`config.mk`:
```
export PLATFORM = sky130hd
export DESIGN_NAME = wb_spm_mul_flat
export DESIGN_NICKNAME = d
export VERILOG_FILES = /design/src/rtl/wb_spm_mul_if.sv /design/src/rtl/wb_spm_mul.sv /design/src/flat_wrapper.sv
export SDC_FILE = /design/constraint.sdc
export NUM_CORES = 1
export LEC_CHECK = 0
export CORE_ASPECT_RATIO = 1.4
export CORE_MARGIN = 2
export CORE_UTILIZATION = 40
export CTS_BUF_LIST = sky130_fd_sc_hd__clkbuf_8
export DETAILED_ROUTE_END_ITERATION = 6
export PLACE_DENSITY = 0.55
export SLEW_MARGIN = 20
export SYNTH_ARGS = -nofsm -noshare
export SYNTH_HDL_FRONTEND = slang
export SYNTH_SLANG_ARGS = --single-unit
export TNS_END_PERCENT = 50
```
`constraint.sdc`:
```
create_clock -name wb_clk_i -period 15.74 [get_ports wb_clk_i]
set_input_delay 2.361 -clock wb_clk_i [delete_from_list [all_inputs] [get_ports wb_clk_i]]
set_output_delay 2.361 -clock wb_clk_i [all_outputs]
set_load 0.01 [all_outputs]
```
`src/rtl/wb_spm_mul_if.sv`:
```
// Wishbone slave bus bundle for wb_spm_mul.
interface wb_spm_mul_if;
  logic        wbs_stb_i;
  logic        wbs_cyc_i;
  logic        wbs_we_i;
  logic [3:0]  wbs_sel_i;
  logic [31:0] wbs_adr_i;
  logic [31:0] wbs_dat_i;
  logic        wbs_ack_o;
  logic [31:0] wbs_dat_o;

  modport slave (
    input  wbs_stb_i, wbs_cyc_i, wbs_we_i, wbs_sel_i, wbs_adr_i, wbs_dat_i,
    output wbs_ack_o, wbs_dat_o
  );

  modport master (
    output wbs_stb_i, wbs_cyc_i, wbs_we_i, wbs_sel_i, wbs_adr_i, wbs_dat_i,
    input  wbs_ack_o, wbs_dat_o
  );
endinterface

```
`src/rtl/wb_spm_mul.sv`:
```
// Wishbone serial-parallel multiplier: 2*WIDTH-bit product, one bit per clock.
// Optional completion interrupt enabled by defining SPM_MUL_IRQ_EN.

// One carry-save slice: holds a sum and carry bit, emits this step's sum bit.
module wb_spm_mul_cell (
  input  logic clk,
  input  logic rst,
  input  logic clr,
  input  logic en,
  input  logic pp,
  input  logic sum_in,
  output logic sum_out
);
  logic s_q, c_q, co;

  assign sum_out = s_q ^ c_q ^ pp;
  assign co      = (s_q & c_q) | (s_q & pp) | (c_q & pp);

  always_ff @(posedge clk or posedge rst) begin
    if (rst) begin
      s_q <= 1'b0;
      c_q <= 1'b0;
    end else if (clr) begin
      s_q <= 1'b0;
      c_q <= 1'b0;
    end else if (en) begin
      s_q <= sum_in;
      c_q <= co;
    end
  end
endmodule

module wb_spm_mul #(
  parameter int          WIDTH     = 32,
  parameter logic [31:0] BASE_ADDR = 32'h3000_0000
) (
  input  logic        wb_clk_i,
  input  logic        wb_rst_i,
  wb_spm_mul_if.slave wbs,
  output logic        irq
);
  localparam int PW = 2 * WIDTH;
  localparam int CW = $clog2(PW);
  localparam logic [CW-1:0] CNT_LAST = CW'(PW - 1);

  typedef enum logic [1:0] {IDLE, RUN, FLUSH} state_t;
  state_t state_q, state_d;

  logic [WIDTH-1:0] x_q, y_q, y_sr;
  logic [PW-1:0]    x_ext, prod_sr;
  logic [PW:0]      sum_chain;
  logic [63:0]      prod_ext;
  logic [CW-1:0]    cnt_q;
  logic             mode_q, signed_q, irq_en_q, done_q, ovr_q, ack_q;
  logic [31:0]      dat_q, p_lo_q, p_hi_q, off, rdata;
  logic             in_win, acc, wr, busy, start, step, ovr_set;
  logic             wr_x, wr_y, wr_ctrl, w1c_done, w1c_ovr;
  logic             unused_off;

  function automatic logic [31:0] merge(input logic [31:0] old, input logic [31:0] wd,
                                        input logic [3:0] sel);
    logic [31:0] m;
    for (int b = 0; b < 4; b++) m[8*b +: 8] = sel[b] ? wd[8*b +: 8] : old[8*b +: 8];
    return m;
  endfunction

  // Bus decode; low address bits are ignored inside a word.
  assign off        = wbs.wbs_adr_i - BASE_ADDR;
  assign unused_off = ^off[1:0];
  assign in_win     = (off[31:5] == 27'd0);
  assign acc        = wbs.wbs_cyc_i & wbs.wbs_stb_i & ~ack_q & in_win;
  assign wr         = acc & wbs.wbs_we_i;
  assign wr_x       = wr && off[4:2] == 3'd0;
  assign wr_y       = wr && off[4:2] == 3'd1;
  assign wr_ctrl    = wr && off[4:2] == 3'd4;
  assign w1c_done   = wr_ctrl & wbs.wbs_sel_i[1] & wbs.wbs_dat_i[9];
  assign w1c_ovr    = wr_ctrl & wbs.wbs_sel_i[1] & wbs.wbs_dat_i[10];

  assign busy    = (state_q != IDLE);
  assign start   = wr_y & ~busy;
  assign ovr_set = (wr_x | wr_y) & busy;
  assign step    = (state_q == RUN);

  always_ff @(posedge wb_clk_i or posedge wb_rst_i) begin
    if (wb_rst_i) state_q <= IDLE;
    else          state_q <= state_d;
  end

  always_comb begin
    state_d = state_q;
    case (state_q)
      IDLE:    if (start) state_d = RUN;
      RUN:     if (cnt_q == CNT_LAST) state_d = FLUSH;
      FLUSH:   state_d = IDLE;
      default: state_d = IDLE;
    endcase
  end

  // In signed mode X is sign-extended across the full 2*WIDTH array, so the
  // truncated carry-save sum is the exact two's-complement product.
  assign x_ext = mode_q ? {{WIDTH{x_q[WIDTH-1]}}, x_q} : {{WIDTH{1'b0}}, x_q};
  assign sum_chain[PW] = 1'b0;

  for (genvar gi = 0; gi < PW; gi++) begin : g_cell
    wb_spm_mul_cell u_cell (
      .clk     (wb_clk_i),
      .rst     (wb_rst_i),
      .clr     (start),
      .en      (step),
      .pp      (x_ext[gi] & y_sr[0]),
      .sum_in  (sum_chain[gi+1]),
      .sum_out (sum_chain[gi])
    );
  end

  for (genvar gi = 0; gi < 64; gi++) begin : g_ext
    if (gi < PW) begin : g_in
      assign prod_ext[gi] = prod_sr[gi];
    end else begin : g_sx
      assign prod_ext[gi] = mode_q & prod_sr[PW-1];
    end
  end

  // Operand registers and the serial datapath; Y shifts arithmetically in signed mode.
  always_ff @(posedge wb_clk_i or posedge wb_rst_i) begin
    if (wb_rst_i) begin
      x_q     <= '0;
      y_q     <= '0;
      y_sr    <= '0;
      prod_sr <= '0;
      cnt_q   <= '0;
      mode_q  <= 1'b0;
      p_lo_q  <= '0;
      p_hi_q  <= '0;
    end else begin
      if (wr_x && !busy) x_q <= WIDTH'(merge(32'(x_q), wbs.wbs_dat_i, wbs.wbs_sel_i));
      if (start) begin
        y_q     <= WIDTH'(merge(32'(y_q), wbs.wbs_dat_i, wbs.wbs_sel_i));
        y_sr    <= WIDTH'(merge(32'(y_q), wbs.wbs_dat_i, wbs.wbs_sel_i));
        mode_q  <= signed_q;
        prod_sr <= '0;
        cnt_q   <= '0;
      end else if (step) begin
        y_sr    <= {mode_q & y_sr[WIDTH-1], y_sr[WIDTH-1:1]};
        prod_sr <= {sum_chain[0], prod_sr[PW-1:1]};
        cnt_q   <= cnt_q + 1'b1;
      end
      if (state_q == FLUSH) begin
        p_lo_q <= prod_ext[31:0];
        p_hi_q <= prod_ext[63:32];
      end
    end
  end

  // Control/status; completion and overrun setting win over a same-cycle w1c.
  always_ff @(posedge wb_clk_i or posedge wb_rst_i) begin
    if (wb_rst_i) begin
      signed_q <= 1'b0;
      done_q   <= 1'b0;
      ovr_q    <= 1'b0;
    end else begin
      if (wr_ctrl && wbs.wbs_sel_i[0]) signed_q <= wbs.wbs_dat_i[0];
      if (state_q == FLUSH) done_q <= 1'b1;
      else if (start || w1c_done) done_q <= 1'b0;
      if (ovr_set) ovr_q <= 1'b1;
      else if (w1c_ovr) ovr_q <= 1'b0;
    end
  end

`ifdef SPM_MUL_IRQ_EN
  always_ff @(posedge wb_clk_i or posedge wb_rst_i) begin
    if (wb_rst_i) irq_en_q <= 1'b0;
    else if (wr_ctrl && wbs.wbs_sel_i[0]) irq_en_q <= wbs.wbs_dat_i[1];
  end
  assign irq = done_q & irq_en_q;
`else
  assign irq_en_q = 1'b0;
  assign irq      = 1'b0;
`endif

  always_comb begin
    rdata = '0;
    case (off[4:2])
      3'd0:    rdata = 32'(x_q);
      3'd1:    rdata = 32'(y_q);
      3'd2:    rdata = p_lo_q;
      3'd3:    rdata = p_hi_q;
      3'd4:    rdata = {21'd0, ovr_q, done_q, busy, 6'd0, irq_en_q, signed_q};
      default: rdata = '0;
    endcase
  end

  always_ff @(posedge wb_clk_i or posedge wb_rst_i) begin
    if (wb_rst_i) begin
      ack_q <= 1'b0;
      dat_q <= '0;
    end else begin
      ack_q <= acc;
      dat_q <= (acc && !wbs.wbs_we_i) ? rdata : 32'd0;
    end
  end

  assign wbs.wbs_ack_o = ack_q;
  assign wbs.wbs_dat_o = dat_q;
endmodule
```
`src/flat_wrapper.sv`:
```
// flat-port wrapper written by rule: the top's interface ports become plain ports
module wb_spm_mul_flat 
#(
  parameter int          WIDTH     = 32,
  parameter logic [31:0] BASE_ADDR = 32'h3000_0000
)
  (wb_clk_i, wb_rst_i, irq, wbs_wbs_stb_i, wbs_wbs_cyc_i, wbs_wbs_we_i, wbs_wbs_sel_i, wbs_wbs_adr_i, wbs_wbs_dat_i, wbs_wbs_ack_o, wbs_wbs_dat_o);
  wb_spm_mul_if wbs_i ();
  input  logic wb_clk_i;
  input  logic wb_rst_i;
  output logic irq;
  input wire logic [$bits(wbs_i.wbs_stb_i)-1:0] wbs_wbs_stb_i;
  input wire logic [$bits(wbs_i.wbs_cyc_i)-1:0] wbs_wbs_cyc_i;
  input wire logic [$bits(wbs_i.wbs_we_i)-1:0] wbs_wbs_we_i;
  input wire logic [$bits(wbs_i.wbs_sel_i)-1:0] wbs_wbs_sel_i;
  input wire logic [$bits(wbs_i.wbs_adr_i)-1:0] wbs_wbs_adr_i;
  input wire logic [$bits(wbs_i.wbs_dat_i)-1:0] wbs_wbs_dat_i;
  output wire logic [$bits(wbs_i.wbs_ack_o)-1:0] wbs_wbs_ack_o;
  output wire logic [$bits(wbs_i.wbs_dat_o)-1:0] wbs_wbs_dat_o;
  assign wbs_i.wbs_stb_i = wbs_wbs_stb_i;
  assign wbs_i.wbs_cyc_i = wbs_wbs_cyc_i;
  assign wbs_i.wbs_we_i = wbs_wbs_we_i;
  assign wbs_i.wbs_sel_i = wbs_wbs_sel_i;
  assign wbs_i.wbs_adr_i = wbs_wbs_adr_i;
  assign wbs_i.wbs_dat_i = wbs_wbs_dat_i;
  assign wbs_wbs_ack_o = wbs_i.wbs_ack_o;
  assign wbs_wbs_dat_o = wbs_i.wbs_dat_o;
  wb_spm_mul #(.WIDTH(WIDTH), .BASE_ADDR(BASE_ADDR)) u_core (.wb_clk_i(wb_clk_i), .wb_rst_i(wb_rst_i), .wbs(wbs_i), .irq(irq));
endmodule
```
==> reports/qor.txt <==
Status - finished, final reports clean
Min-Delay Path Depth - 2
Count of buffer and inverter cells on the critical path - 3
Clock transition time at the flip-flop clock pins of the worst setup and hold paths - 0.06 ns
Layout overhead on the synthesized area - 14.8%
CTS root buffer - sky130_fd_sc_hd__clkbuf_8
Slew HR - 0.292
Transition time of the tightest slew-check pin - 1.06 ns
Number of warnings issued by yosys - 0
Number of levels the H-tree was split into - 3
Post-synthesis async set-or-reset flop share - 1.00
Reg2reg end - u_core.y_sr[28]$_DFFE_PP0P_
CTS hold repair buffers - 0
HP Start - u_core.prod_ext[49]$_DFFE_PP0P_
Critical Path Max Stage Delay - 0.78 ns
Die Width - 182 um
Worst IR Drop VDD - 0.0496 mV
Nets - 1866
Kind of cell with the highest combined delay on the critical path - buffers and inverters
Post-CTS setup buffer count - 0
Port Buf Inserts - 103
Fraction of final layout cells sized beyond drive strength 1 - 0.140
Number of instances resized during post-cts repair - 0
Kind of end point of the critical path - register
Fin util - 0.465
Initial Utilization - 0.405
Number of buffers inserted during clock tree synthesis - 66
Crit path arrival time - 6.26 ns
Total via count after detailed routing - 12400
Total global-route track usage - 0.194
Final clock period utilization by the worst path - 0.368
Largest net degree at the start of global routing - 207
Hold Fails Final Rpt - 0
Critical path, cell by cell - clkdlybuf4s50_1, nor3b_4, buf_4, and3_1, and4_4, buf_12, nand2_1, mux2_2
CP Class - input port to register
Number of DRC violations after detailed routing - 0
Critical Path Fanout Max - 133
Io pins - 107
Via-to-Cell Ratio - 5.33
Multi-input combinational cell area - 7460 um^2
Required time at the worst-slack endpoint - 16.22 ns
Sum of negative setup slack - 0 ns
Die Y-Extent - 254 um
Hold WC Path Type - register to register
Total of max-cap violations - 0
Primary FF master, synth - sky130_fd_sc_hd__dfrtp_1
Crit path launch type - input port
Worst Hold Slack - 0.500 ns
Final RePlAce weighted congestion - 0.731
Seq/Total Area, Yosys - 0.557
Maximum number of buffers from clock root to sink - 3
Estimated wirelength of the detail-placed design - 25400 um
Total count of max-transition violations in the final report - 0
Remaining number of nets flagged by the antenna check after routing - 0
Netlist area before placement - 17800 um^2
Average wire per standard cell - 18.7 um
Finish-stage setup viols - 0
Total global routing overflow - 0
Detailed Route WL - 43400 um
Leakage component of the power - 8.78 nW
Setup repair after global routing missed its margin - no
Number of antenna violations at the first check in global routing - 1
R2R Path Start - u_core.state_q[0]$_DFFE_PP0P_
Number of nets in the synthesized netlist - 1794
Minimum clock period - 5.79 ns
Count of fill cells added during filler insertion - 4093
Number of library cell types mapped by synthesis - 46
Floorplan row count - 91
Gate count of the mapped netlist - 1655
Worst-skew pair later-pin latency - 0.60 ns
Die area - 46200 um^2
FF/Latch Area - 9910 um^2
Critical path's slowest cell - sky130_fd_sc_hd__clkdlybuf4s50_1
Setup slack on the worst flop-to-flop path - 12.25 ns
Core area - 43900 um^2
Number of clock sinks - 396
Areal power density over the cells - 93.9 nW/um^2
EDFF count, synth - 0
Max Fclk - 173 MHz
Number of iterations in the first detailed-routing pass - 4
First-pass GRT wire length - 71300 um
Via count of the first global-routing pass - 13000
Number of DRC violations after detailed-routing iteration 0 - 822
Number of cell instances on the worst register-to-register path - 6
Syn_area_per_cell - 10.8 um^2
Final clock skew - 0.0232 ns
Worst hold path endpoint - u_core.prod_ext[48]$_DFFE_PP0P_
CTS tree - yes
Count of state elements after synthesis - 396
==> worst max path at each step <==
| stage | start | end | slack (ns) | cells past startpoint |
|---|---|---|---|---|
| floorplan | wb_rst_i | u_core.cnt_q[0]$_DFFE_PP0P_ | 2.37 | 1 |
| global placement | wbs_wbs_adr_i[4] | u_core.y_q[29]$_DFFE_PP0N_ | 9.33 | 8 |
| detailed placement | wbs_wbs_adr_i[4] | u_core.y_q[25]$_DFFE_PP0N_ | 9.30 | 8 |
| CTS | wbs_wbs_adr_i[4] | u_core.y_q[29]$_DFFE_PP0N_ | 9.96 | 8 |
| global route | wbs_wbs_adr_i[4] | u_core.y_q[27]$_DFFE_PP0N_ | 9.71 | 8 |
| finish | wbs_wbs_adr_i[4] | u_core.y_q[29]$_DFFE_PP0N_ | 9.95 | 8 |
==> synthesized netlist by cell type (6+ instances only) <==
master	n	area (um^2)
sky130_fd_sc_hd__and2_1	33	206
sky130_fd_sc_hd__buf_2	8	40.0
sky130_fd_sc_hd__clkbuf_1	101	379
sky130_fd_sc_hd__fa_1	63	1260
sky130_fd_sc_hd__nor2_1	18	67.6
sky130_fd_sc_hd__dfrtp_1	396	9910
sky130_fd_sc_hd__a21oi_1	35	175
sky130_fd_sc_hd__mux2_4	7	105
sky130_fd_sc_hd__a211oi_1	29	218
sky130_fd_sc_hd__and3_1	6	37.5
sky130_fd_sc_hd__a31oi_1	29	181
sky130_fd_sc_hd__nor2b_1	30	188
sky130_fd_sc_hd__a22oi_1	60	450
sky130_fd_sc_hd__nand2_1	455	1710
sky130_fd_sc_hd__o21ai_0	197	986
sky130_fd_sc_hd__mux2_2	122	1370
==> cells by family after synthesis <==
| kind of cell | synth area share |
|---|---|
| adders and majority gates | 0.0730 |
| and+or+nand+nor | 0.139 |
| xor gates and xnor gates | 0.00148 |
| DFF | 0.557 |
| AOI/OAI and AO/OA | 0.117 |
| other | 0.000211 |
| muxes | 0.0853 |
| buffers and inverters | 0.0267 |
==> state kept, by name, indices dropped and copies added, names as in the netlist <==
register                  count
u_core.ovr_q                  1
u_core.y_q                   32
u_core.mode_q                 1
u_core.y_sr                  32
u_core.cnt_q                  6
u_core.done_q                 1
u_core.state_q                2
u_core.x_q                   32
u_core.g_cell.u_cell.s_q     63
u_core.prod_ext              64
u_core.p_hi_q                32
u_core.g_cell.u_cell.c_q     64
u_core.signed_q               1
u_core.wbs.wbs_dat_o         32
u_core.wbs.wbs_ack_o          1
u_core.p_lo_q                32
==> worst reg2reg max path, cell delays in order (launching register included) <==
cell and delay [ns]:
sky130_fd_sc_hd__dfrtp_1 0.42, sky130_fd_sc_hd__nor2b_4 0.27, sky130_fd_sc_hd__buf_4 0.60, sky130_fd_sc_hd__buf_4 0.81
sky130_fd_sc_hd__buf_4 0.91, sky130_fd_sc_hd__nand2_1 0.21, sky130_fd_sc_hd__a31oi_1 0.19
==> final cells by class <==
class | instances | area share
Inverter | 3 | 0.000918
Multi-Input combinational cell | 1140 | 0.365
Clock buffer | 76 | 0.0512
Timing Repair Buffer | 120 | 0.0579
Tap cell | 558 | 0.0342
Clock inverter | 28 | 0.00569
Sequential cell | 396 | 0.485
Antenna cell | 3 | 0.000367
==> where the power goes <==
part | switching (mW) | internal, mW
registers | 0.0000000438 | 1.02
clock network | 0.405 | 0.434
logic | 0.0413 | 0.0218
total | 0.446 | 1.47
==> metal layers <==
| layer | share of wire | up-vias | track usage | wire, um |
|---|---|---|---|---|
| met4 | 0.021 | 0 | 0.0710 | 919 |
| met5 | 0 | - | 0 | 0 |
| met2 | 0.50 | 247 | 0.325 | 21500 |
| met3 | 0.041 | 52 | 0.0298 | 1800 |
| met1 | 0.44 | 6337 | 0.258 | 19200 |
| li1 | - | 5751 | - | - |
==> cell usage in the layout, fill, tap and decap left out, types with 4 or more instances in the layout <==
cell type,n
sky130_fd_sc_hd__nor2b_1,29
sky130_fd_sc_hd__nand3_2,4
sky130_fd_sc_hd__nor2_1,16
sky130_fd_sc_hd__a211oi_1,29
sky130_fd_sc_hd__and4_1,4
sky130_fd_sc_hd__buf_4,15
sky130_fd_sc_hd__inv_1,25
sky130_fd_sc_hd__a22oi_1,60
sky130_fd_sc_hd__and2_1,33
sky130_fd_sc_hd__dfrtp_1,396
sky130_fd_sc_hd__nand2_1,455
sky130_fd_sc_hd__mux2_2,122
sky130_fd_sc_hd__nor4_1,4
sky130_fd_sc_hd__nand3_1,4
sky130_fd_sc_hd__o21ai_0,197
sky130_fd_sc_hd__mux2i_1,4
sky130_fd_sc_hd__fa_1,63
sky130_fd_sc_hd__a31oi_1,29
sky130_fd_sc_hd__clkbuf_8,76
sky130_fd_sc_hd__clkdlybuf4s50_1,103
sky130_fd_sc_hd__mux2_4,7
sky130_fd_sc_hd__and3_1,5
sky130_fd_sc_hd__a21oi_1,35
==> metrics by stage <==
step | power [mW] | std cells | area (um^2) | worst slack (ns)
floorplan | 1.07 | 1655 | 17800 | 2.37
detailed placement | 1.10 | 2217 | 19300 | 9.30
finish | 1.92 | 2324 | 20400 | 9.95
global route | 2.01 | 2322 | 20400 | 9.71
CTS | 1.95 | 2321 | 20400 | 9.96
global placement | 1.10 | 2217 | 19300 | 9.33
(Power assumes the default switching activity.)
==> edit (config.mk and constraints unchanged) <==
The 3 states of `state_t` get a one-hot encoding in 3 bits.
--- a/src/rtl/wb_spm_mul.sv
+++ b/src/rtl/wb_spm_mul.sv
@@ -43,7 +43,7 @@
   localparam int CW = $clog2(PW);
   localparam logic [CW-1:0] CNT_LAST = CW'(PW - 1);
 
-  typedef enum logic [1:0] {IDLE, RUN, FLUSH} state_t;
+  typedef enum logic [2:0] {IDLE = 3'b001, RUN = 3'b010, FLUSH = 3'b100} state_t;
   state_t state_q, state_d;
 
   logic [WIDTH-1:0] x_q, y_q, y_sr;
Behaviour: no difference found for any inputs over 4 cycles, from zero or initial values and one cycle with wb_rst_i high; so few cycles prove little.
==> edit against the unedited design <==
Cell area grew 2.1%. First-iteration DRC count decreased by 8.2%. Total power is 2.4% higher. Wire length up 0.81%. Count of clock-buffer cells in the layout increased by 7. Maximum frequency down 15%. Critical path depth is 2 higher. Sequential cell count rose by 1. Via count rose by 0.44%. Synthesized area increased by 2.2%. Sequential share of layout area decreased by 0.87 points. Worst setup slack lost 1.0 ns. Largest cell class unchanged.
==> edit: results (changes against the unedited design) <==
Run status -> finished clean
Tot GR Track Use -> 19.3% (-0.16 points)
Seq/Total Area, Yosys -> 54.6% (-1.0 points)
Pre-CTS setup slack -> 8.29 ns (-1.01 ns)
Mux share of post-synthesis cell area -> 10.5% (+2.0 points)
Crit path max-delay family -> buffers and inverters
IO buf count -> 103 (unchanged)
Layout cells sized above 1 -> 14.7% (+0.70 points)
Placed Cells -> 2280 (+2.8%)
CTS Root Cell -> clkbuf_8
Reg area -> 0.00994 mm2 (+0.27%)
Worst slew pin tran -> 1.06 ns (-0.000549 ns)
Routed len/inst -> 18.3 um (-2.1%)
Critical Path Max Stage Delay -> 0.93 ns (+0.15 ns)
# hold bufs at CTS -> 0 (unchanged)
Initial Util -> 40.4% (-0.10 points)
Internal Power -> 1520 uW (+2.8%)
Routability cong. -> 0.760 (+4.0%)
Synth Area in XOR/XNOR -> 0.337% (+0.19 points)
Final Skew -> 0.0220 ns (-0.00127 ns)
Cells after Synth -> 1661 (+0.36%)
Post-Syn Nets -> 1800 (+0.33%)
Static leakage -> 0.00956 uW (+8.9%)
Max IR drop VDD -> 51.2 uV (+3.2%)
DR vias -> 12441 (+0.44%)
Count of cell types in the netlist -> 48 (+4.3%)
Placed cell areas -> 0.0196 mm2 (+1.7%)
Routed wire length -> 43.8 mm (+0.81%)
Worst EP arrival -> 7.29 ns (+1.03 ns)
CP max stage cell -> buf_4
Area share of fa/ha/maj cells after synthesis -> 7.14% (-0.15 points)
First-pass GRT wire length -> 71.8 mm (+0.74%)
Num CTS Buffers -> 67 (+1.5%)
Fillers -> 4267 (+4.3%)
Critical Path Fanout Max -> 97 (-27%)
Synth cell count leaders -> dfrtp_1 (396), nand2_1 (394), a21oi_1 (254), mux2_2 (131), clkbuf_1 (68)
Class of the worst hold path -> flop to flop
Post-synthesis async set-or-reset flop share -> 100% (unchanged)
Detailed Route Iter0 Violations -> 755 (-8.2%)
Antenna violations before repair -> 2 (+1)
Vias in the first global route -> 13024 (+0.44%)
Layout net count -> 1877 (+0.59%)
Post-DP HPWL -> 26.8 mm (+5.3%)
Pin count of the biggest net entering global routing -> 203 (-1.9%)
Compound-Gate Fraction of Synth Area -> 10.8% (-0.92 points)
Top cells by area, synth -> dfrtp_1 (55%), nand2_1 (8.1%), mux2_2 (8.1%)
-- edit: cell count changes after synthesis, sizes merged, moves of 3 or more --
cell / unedited run / this run
and4: 5 / 0
mux2i: 4 / 44
nor3b: 2 / 5
a31oi: 29 / 0
a22oi: 60 / 34
nor2: 18 / 45
and2: 33 / 36
nand2: 458 / 394
o21ai: 197 / 7
buf: 15 / 49
a2bb2oi: 0 / 13
clkbuf: 101 / 69
a21oi: 35 / 254
-- edit: routing by layer --
metal  vias up  wire length [um]  track usage, %
li1       5756                 -               -
met1      6405             19600            26.0
met3        70              1710            3.42
met4         2               913            6.09
met2       208             21500            31.6
met5         -                 7               0
-- edit: power by group through the flow --
stage          clock network [uW]  registers (uW)  logic (uW)
5_1_grt                       952            1020        74.2
3_3_place_gp                    0            1040        68.6
3_5_place_dp                    0            1040        69.1
6_report                      879            1020        66.8
4_1_cts                       909            1020        69.4
2_1_floorplan                   0            1040        31.6
-- edit: final timing paths --
check / slack, ns / end / start / cells after the start
worst max-delay path: 8.94 / u_core.mode_q / wbs_wbs_adr_i[2] / 10
worst min-delay path: 0.50 / u_core.p_lo_q[31] / u_core.p_lo_q[31] / 1
worst max register to register: 11.07 / u_core.mode_q / u_core.state_q[0] / 7
worst min register to register: 0.50 / u_core.p_lo_q[31] / u_core.p_lo_q[31] / 1
max in group asynchronous: 11.01 / u_core.wbs.wbs_dat_o[1] / wb_rst_i / 4
min in group asynchronous: 2.22 / u_core.g_cell[20].u_cell.c_q / wb_rst_i / 2
-- edit: final cells by class --
class | count | area share (%)
inverter | 5 | 0.126
antenna | 2 | 0.0240
clock inverter | 29 | 0.564
tap | 611 | 3.66
clock buffer | 83 | 5.47
multi-input combinational | 1141 | 36.7
timing repair buffer | 126 | 5.82
sequential | 397 | 47.6
